<file path="config.mk">
export PLATFORM = sky130hd
export DESIGN_NAME = regfile_reader
export DESIGN_NICKNAME = d
export VERILOG_FILES = /design/src/rtl/regfile_reader_pkg.sv /design/src/rtl/hex_7seg.sv /design/src/rtl/regfile_reader.sv
export SDC_FILE = /design/constraint.sdc
export NUM_CORES = 1
export LEC_CHECK = 0
export ABC_CLOCK_PERIOD_IN_PS = 2000
export CAP_MARGIN = 20
export CORE_UTILIZATION = 45
export DETAILED_ROUTE_END_ITERATION = 8
export PLACE_DENSITY_LB_ADDON = 0.08
export REMOVE_ABC_BUFFERS = 1
export SYNTH_ARGS = -nofsm -noshare
export SYNTH_HDL_FRONTEND = slang
export SYNTH_SLANG_ARGS = --single-unit
</file>
<file path="constraint.sdc">
create_clock -name clk -period 2 [get_ports clk]
set_input_delay 0.3 -clock clk [delete_from_list [all_inputs] [get_ports clk]]
set_output_delay 0.3 -clock clk [all_outputs]
set_load 0.01 [all_outputs]
</file>
<file path="src/rtl/regfile_reader_pkg.sv">
// Shared widths and FSM encoding for the register-file reader.
// Imported by the reader top and its display decoder.
package regfile_reader_pkg;

  localparam int CPU_WSIZE  = 4;
  localparam int RSEL_WIDTH = 3;

  typedef enum logic [1:0] {
    S_IDLE    = 2'd0,
    S_FETCH   = 2'd1,
    S_PRESENT = 2'd2,
    S_HOLD    = 2'd3
  } state_t;

endpackage

</file>
<file path="src/rtl/hex_7seg.sv">
// Hex nibble to active-high seven-segment pattern.
// Bit order of seg is {g,f,e,d,c,b,a}.
module hex_7seg (
  input  logic [3:0] hex,
  output logic [6:0] seg
);

  always_comb begin
    seg = 7'h00;
    case (hex)
      4'h0: seg = 7'h3F;
      4'h1: seg = 7'h06;
      4'h2: seg = 7'h5B;
      4'h3: seg = 7'h4F;
      4'h4: seg = 7'h66;
      4'h5: seg = 7'h6D;
      4'h6: seg = 7'h7D;
      4'h7: seg = 7'h07;
      4'h8: seg = 7'h7F;
      4'h9: seg = 7'h6F;
      4'hA: seg = 7'h77;
      4'hB: seg = 7'h7C;
      4'hC: seg = 7'h39;
      4'hD: seg = 7'h5E;
      4'hE: seg = 7'h79;
      4'hF: seg = 7'h71;
      default: seg = 7'h00;
    endcase
  end

endmodule

</file>
<file path="src/rtl/regfile_reader.sv">
// Walks a register file one word at a time and presents each word
// on a valid/ready port, with an optional dwell between words.
module regfile_reader
  import regfile_reader_pkg::*;
#(
  parameter int WIDTH = CPU_WSIZE,
  parameter int AW    = RSEL_WIDTH,
  parameter int DWELL = 2
) (
  input  logic             clk,
  input  logic             rst_n,
  input  logic             start,
  input  logic             single,
  input  logic [AW-1:0]    first_addr,
  input  logic             abort,
  output logic [AW-1:0]    rd_addr,
  input  logic [WIDTH-1:0] rd_data,
  output logic             out_valid,
  input  logic             out_ready,
  output logic [AW-1:0]    out_addr,
  output logic [WIDTH-1:0] out_data,
  output logic             busy,
  output logic             done,
  output logic [6:0]       disp_addr,
  output logic [6:0]       disp_data
);

  localparam int DW = (DWELL > 1) ? $clog2(DWELL) : 1;
  localparam logic [DW-1:0] DLOAD =
    DW'((DWELL > 0) ? DWELL - 1 : 0);
  localparam logic [AW:0] ONE  = {{AW{1'b0}}, 1'b1};
  localparam logic [AW:0] FULL = {1'b1, {AW{1'b0}}};

  state_t           r_state;
  logic [AW-1:0]    r_addr;
  logic [AW:0]      r_count;
  logic [DW-1:0]    r_dwell;
  logic [AW-1:0]    r_oaddr;
  logic [WIDTH-1:0] r_odata;
  logic             r_done;

  state_t           w_state;
  logic [AW-1:0]    w_addr;
  logic [AW:0]      w_count;
  logic [DW-1:0]    w_dwell;
  logic             w_cap;
  logic             w_done;

  always_comb begin
    w_state = r_state;
    w_addr  = r_addr;
    w_count = r_count;
    w_dwell = r_dwell;
    w_cap   = 1'b0;
    w_done  = 1'b0;
    unique case (r_state)
      S_IDLE: begin
        if (start && !abort) begin
          w_state = S_FETCH;
          w_addr  = first_addr;
          w_count = single ? ONE : FULL;
        end
      end
      S_FETCH: begin
        w_cap   = 1'b1;
        w_state = S_PRESENT;
      end
      S_PRESENT: begin
        if (out_ready) begin
          w_count = r_count - ONE;
          w_addr  = r_addr + 1'b1;
          if (DWELL > 0) begin
            w_state = S_HOLD;
            w_dwell = DLOAD;
          end else if (w_count == '0) begin
            w_state = S_IDLE;
            w_done  = 1'b1;
          end else begin
            w_state = S_FETCH;
          end
        end
      end
      S_HOLD: begin
        if (r_dwell == '0) begin
          if (r_count == '0) begin
            w_state = S_IDLE;
            w_done  = 1'b1;
          end else begin
            w_state = S_FETCH;
          end
        end else begin
          w_dwell = r_dwell - 1'b1;
        end
      end
      default: w_state = S_IDLE;
    endcase
    // a word handed over alongside abort still counts as delivered
    if (abort) begin
      w_state = S_IDLE;
      w_done  = 1'b0;
      w_cap   = 1'b0;
    end
  end

  always_ff @(posedge clk) begin
    if (!rst_n) begin
      r_state <= S_IDLE;
      r_addr  <= '0;
      r_count <= '0;
      r_dwell <= '0;
      r_oaddr <= '0;
      r_odata <= '0;
      r_done  <= 1'b0;
    end else begin
      r_state <= w_state;
      r_addr  <= w_addr;
      r_count <= w_count;
      r_dwell <= w_dwell;
      r_done  <= w_done;
      if (w_cap) begin
        r_oaddr <= r_addr;
        r_odata <= rd_data;
      end
    end
  end

  assign rd_addr   = r_addr;
  assign out_valid = (r_state == S_PRESENT);
  assign out_addr  = r_oaddr;
  assign out_data  = r_odata;
  assign busy      = (r_state != S_IDLE);
  assign done      = r_done;

  logic [3:0] w_anib;
  logic [3:0] w_dnib;

  assign w_anib = 4'(r_oaddr);
  assign w_dnib = 4'(r_odata);

  hex_7seg u_seg_addr (
    .hex (w_anib),
    .seg (disp_addr)
  );

  hex_7seg u_seg_data (
    .hex (w_dnib),
    .seg (disp_data)
  );

endmodule
</file>
==> impl_summary.log <==
[metrics] outcome: finished clean
[metrics] total power of the final layout: ~0.0013 W
[metrics] count of final setup violators: 0
[metrics] detailed-placement wirelength estimate: 3362 µm
[metrics] number of placement rows: 22
[metrics] worst-case vdd ir drop: 0.4347 mV
[metrics] Max-cap violations: 0
[metrics] cell area after technology mapping: 0.001743 mm²
[metrics] post-detailed-route count of antenna-violating nets: 0
[metrics] total stage count of the critical path: 10
[metrics] Slowest Stage Delay on Critical Path: ~340 ps
[metrics] number of buffer and inverter stages on the critical path: 3
[metrics] synthesized netlist cell count: 185
[metrics] number of design rule violations left after detail routing: 0
[metrics] number of top-level pins: 40
[metrics] cell family with the largest share of critical-path delay: adder cells
[metrics] clock latency at the later pin of the worst-skew pair: 280 ps
[metrics] number of enable-type register cells in the synthesized netlist: 0
[metrics] accumulated negative setup slack: 0 ps
[metrics] Hold Crit Class: reg2reg
[metrics] synthesized area divided by synthesized cell count: roughly 9.4 µm²
[metrics] drt wl/cell: 14.47 µm
[metrics] clk buf depth: 2
[metrics] clock tree sinks: 32
[metrics] Placed Cells incl. Taps: 299
[metrics] Fillers: 302
[metrics] count of unique library cells instantiated by Yosys: 38
[metrics] headroom to the max-slew limit: 0.6952
[metrics] global-route wire length before repair: 7113 µm
[metrics] share of final-layout standard cells stronger than drive strength 1: 0.2664
[metrics] Critical Path RT: approximately 2200 ps
[metrics] buffer cell driving the clock tree root: sky130_fd_sc_hd__clkbuf_8
[metrics] area after detailed placement: 0.002397 mm²
[metrics] number of antenna repair diodes: 0
[metrics] Via-to-Cell Ratio: 5.244
[metrics] Critical Setup Path Class: reg2reg
[metrics] overall die width: around 64 µm
[metrics] number of warning messages in the yosys log: 0
[metrics] RSZ-0062 raised after global routing: yes
[metrics] Final period util: 0.9685
[metrics] total wire length: around 4400 µm
[metrics] final max-slew violation count: 0
[metrics] slew at the pin closest to its max-slew limit: 450.9 ps
[metrics] maximum clock frequency: between 0.5 and 0.6 GHz
[metrics] final setup skew: around 8.3 ps
[metrics] TritonCTS clock tree: built
[metrics] slack of the critical path: 63.08 ps
[metrics] Leak Pwr: roughly 1.1 nW
[metrics] total congestion overflow after global routing: 0
[metrics] number of register bits inferred by synthesis: 32
[metrics] critical path peak fanout: 4
[metrics] routability congestion estimate from global placement: 0.9165
[metrics] Arr. time, crit path: 2090 ps
[metrics] kind of end point of the critical path: flop
[metrics] post-CTS clock slew at the launch and capture registers of the worst setup and hold paths: 60 ps
[metrics] post-placement worst setup slack: -225.6 ps
[metrics] Vert. Die Dim: 64.24 µm
[metrics] depth of the worst hold-timing path: 2
[metrics] P per Cell Area: 511.7 mW/mm²
[metrics] maximum number of pins on one net before global-route repair: 15
[metrics] drt first pass iters: 4
[metrics] via count of the first global-routing pass: 1554
[metrics] cell breakdown of the critical path: inv_2 -> ha_4 -> nor2b_4 -> buf_6 -> mux2i_4 -> nand2b_4 -> buf_4 -> ha_1 -> o22ai_2 -> mux2i_1
[metrics] register area share after synthesis: 0.3676
[metrics] post-route non-filler standard cell count: 307
[metrics] r2r startpoint: r_state[1]
[metrics] post-layout net count: 294
[metrics] Min-Delay Endpoint: r_count[3]
[metrics] combined global-route utilization of all metal layers: 0.2245
[metrics] layout overhead on the synthesized area: 49.17%
[metrics] depth of the most critical reg-to-reg path: 10
[metrics] number of H-tree levels: 2
[metrics] cell types occupying the most area after synthesis: sky130_fd_sc_hd__dfxtp_1 37%, sky130_fd_sc_hd__ha_1 14%, sky130_fd_sc_hd__mux2i_1 7.5%
[metrics] Top FF cell, synth: sky130_fd_sc_hd__dfxtp_1
[metrics] design area: 0.002600 mm²
[metrics] total of buffers placed on input and output ports: 39
[metrics] hold path startpoint: r_count[3]
[metrics] initial cell density of the core: 0.4725
[metrics] initial antenna violation count: 0
[metrics] initial drt markers: 81
[metrics] area of the die: 0.004126 mm²
[metrics] register-to-register path setup slack: about 63 ps
[metrics] Synth top area share: 0.3676
[metrics] library cell occupying the most area in the post-synthesis netlist: sky130_fd_sc_hd__dfxtp_1
[metrics] Slowest cell on crit path: sky130_fd_sc_hd__dfxtp_2
[metrics] Hold Violations, Final: 0
[metrics] area of the core: 0.003689 mm²
[metrics] Final Critical Period: about 1900 ps
[metrics] clock buffers created by TritonCTS: 5
[metrics] overall via count from detail_route: 1610
[metrics] R2R Path End: u_seg_data.seg[3]
[metrics] proportion of register bits with asynchronous set or reset after synthesis: 0
[metrics] critical path launch point type: flop
[cell type report]
cell class | count | area (µm²) | area share
clock buffer | 5 | 68.82 | 0.02647
inverter | 21 | 82.58 | 0.03176
multi-input combinational | 126 | 1074 | 0.4129
sequential | 32 | 643.1 | 0.2474
tap | 48 | 60.06 | 0.02310
timing repair buffer | 75 | 671.9 | 0.2584
[metrics by stage]
| stage | util | hold WS, ps |
|---|---|---|
| 2_1_floorplan | - | 379.3 |
| 3_3_place_gp | 0.6499 | 476.0 |
| 3_5_place_dp | 0.6499 | 475.2 |
| 4_1_cts | 0.6761 | 483.3 |
| 5_1_grt | 0.7049 | 509.7 |
| 6_report | 0.7049 | 489.3 |
[cells in the mapped netlist (all sizes together) (2+ instances only)]
cell type and number:
dfxtp 32, ha 20, inv 20, mux2i 13, nor2 12, a21oi 10, nand2 10, a31oi 8
buf 5, nand2b 5, o21ai 5, o22ai 5, nor2b 4, nor3 4, or3 4, and4bb 3
mux2 3, o22a 3, and4b 2, nand3b 2, nor4b 2, o31ai 2
[worst register-to-register path: cells and delay by family (launching register included)]
kind,cells,cell delay (ps)
AOI/OAI and AO/OA,1,170
adders and majority gates,2,440
buffers and inverters,3,310
DFF,1,340
muxes,2,270
and+or+nand+nor,2,280
[timing repair]
action,4_1_cts,5_1_grt
pin swaps,0,1
buffers inserted,0,3
cloned,0,0
hold buffers,0,0
setup endpoints to repair,5,12
resized for setup,7,22
[worst max-delay path by stage]
stage                from                end  slack, ps
2_1_floorplan  r_state[1]  u_seg_data.seg[3]       -140
5_1_grt        r_state[1]  u_seg_data.seg[3]        -30
6_report       r_state[1]  u_seg_data.seg[3]         60
4_1_cts        r_state[0]               busy         -8
3_5_place_dp        abort  u_seg_addr.seg[1]       -230
3_3_place_gp        abort  u_seg_data.seg[3]       -170
[layout by cell type, fill, tap and decap left out, types with 2 or more instances in the layout]
| master | n |
|---|---|
| sky130_fd_sc_hd__or3_1 | 3 |
| sky130_fd_sc_hd__mux2_2 | 3 |
| sky130_fd_sc_hd__nor2b_1 | 3 |
| sky130_fd_sc_hd__ha_2 | 3 |
| sky130_fd_sc_hd__mux2i_1 | 11 |
| sky130_fd_sc_hd__ha_4 | 2 |
| sky130_fd_sc_hd__nor3_1 | 4 |
| sky130_fd_sc_hd__a31oi_1 | 6 |
| sky130_fd_sc_hd__buf_6 | 2 |
| sky130_fd_sc_hd__inv_1 | 18 |
| sky130_fd_sc_hd__ha_1 | 15 |
| sky130_fd_sc_hd__nand2b_4 | 4 |
| sky130_fd_sc_hd__and4b_1 | 2 |
| sky130_fd_sc_hd__nor4b_1 | 2 |
| sky130_fd_sc_hd__buf_4 | 34 |
| sky130_fd_sc_hd__a31oi_2 | 2 |
| sky130_fd_sc_hd__dlymetal6s2s_1 | 2 |
| sky130_fd_sc_hd__dfxtp_1 | 30 |
| sky130_fd_sc_hd__clkbuf_8 | 5 |
| sky130_fd_sc_hd__nand2_1 | 10 |
| sky130_fd_sc_hd__clkdlybuf4s50_1 | 36 |
| sky130_fd_sc_hd__nand3b_1 | 2 |
| sky130_fd_sc_hd__and4bb_2 | 3 |
| sky130_fd_sc_hd__dfxtp_2 | 2 |
| sky130_fd_sc_hd__o22ai_1 | 4 |
| sky130_fd_sc_hd__nor2_1 | 11 |
| sky130_fd_sc_hd__o22a_1 | 3 |
| sky130_fd_sc_hd__o31ai_1 | 2 |
| sky130_fd_sc_hd__a21oi_1 | 9 |
| sky130_fd_sc_hd__o21ai_0 | 5 |
[power by group]
part           switching [W]  internal, W  total, W
registers          0.0000147     0.000656  0.000671
logic               0.000102     0.000128  0.000230
clock network       0.000207     0.000223  0.000430
total               0.000323      0.00101   0.00133
[cells by family (layout without fill, tap and decap cells)]
group	after synthesis	after routing	synth area share
multiplexers	16	16	0.09404
adder cells (fa/ha/maj)	20	20	0.1436
flip-flops	32	32	0.3675
AND/OR/NAND/NOR	51	51	0.1752
buffers and inverters	27	101	0.07035
AO/OA/AOI/OAI	39	39	0.1493
[per-layer routing]
layer / part of all wire / wire [µm] / track usage / up-vias
met5: 0 / 0 / 0 / -
met4: 0.015 / 65 / 0.07500 / 0
met3: 0.050 / 220 / 0.06071 / 8
met2: 0.53 / 2342 / 0.4229 / 47
met1: 0.41 / 1815 / 0.2382 / 755
li1: - / - / - / 800
[registers in the layout (all words and copies together), names as in the netlist]
| name | flops |
|---|---|
| rd_addr | 3 |
| out_addr | 3 |
| done | 1 |
| r_state | 2 |
| u_seg_addr.seg | 7 |
| r_count | 4 |
| u_seg_data.seg | 7 |
| out_data | 4 |
| r_dwell | 1 |
No activity file was read; power rests on OpenSTA's default activity.
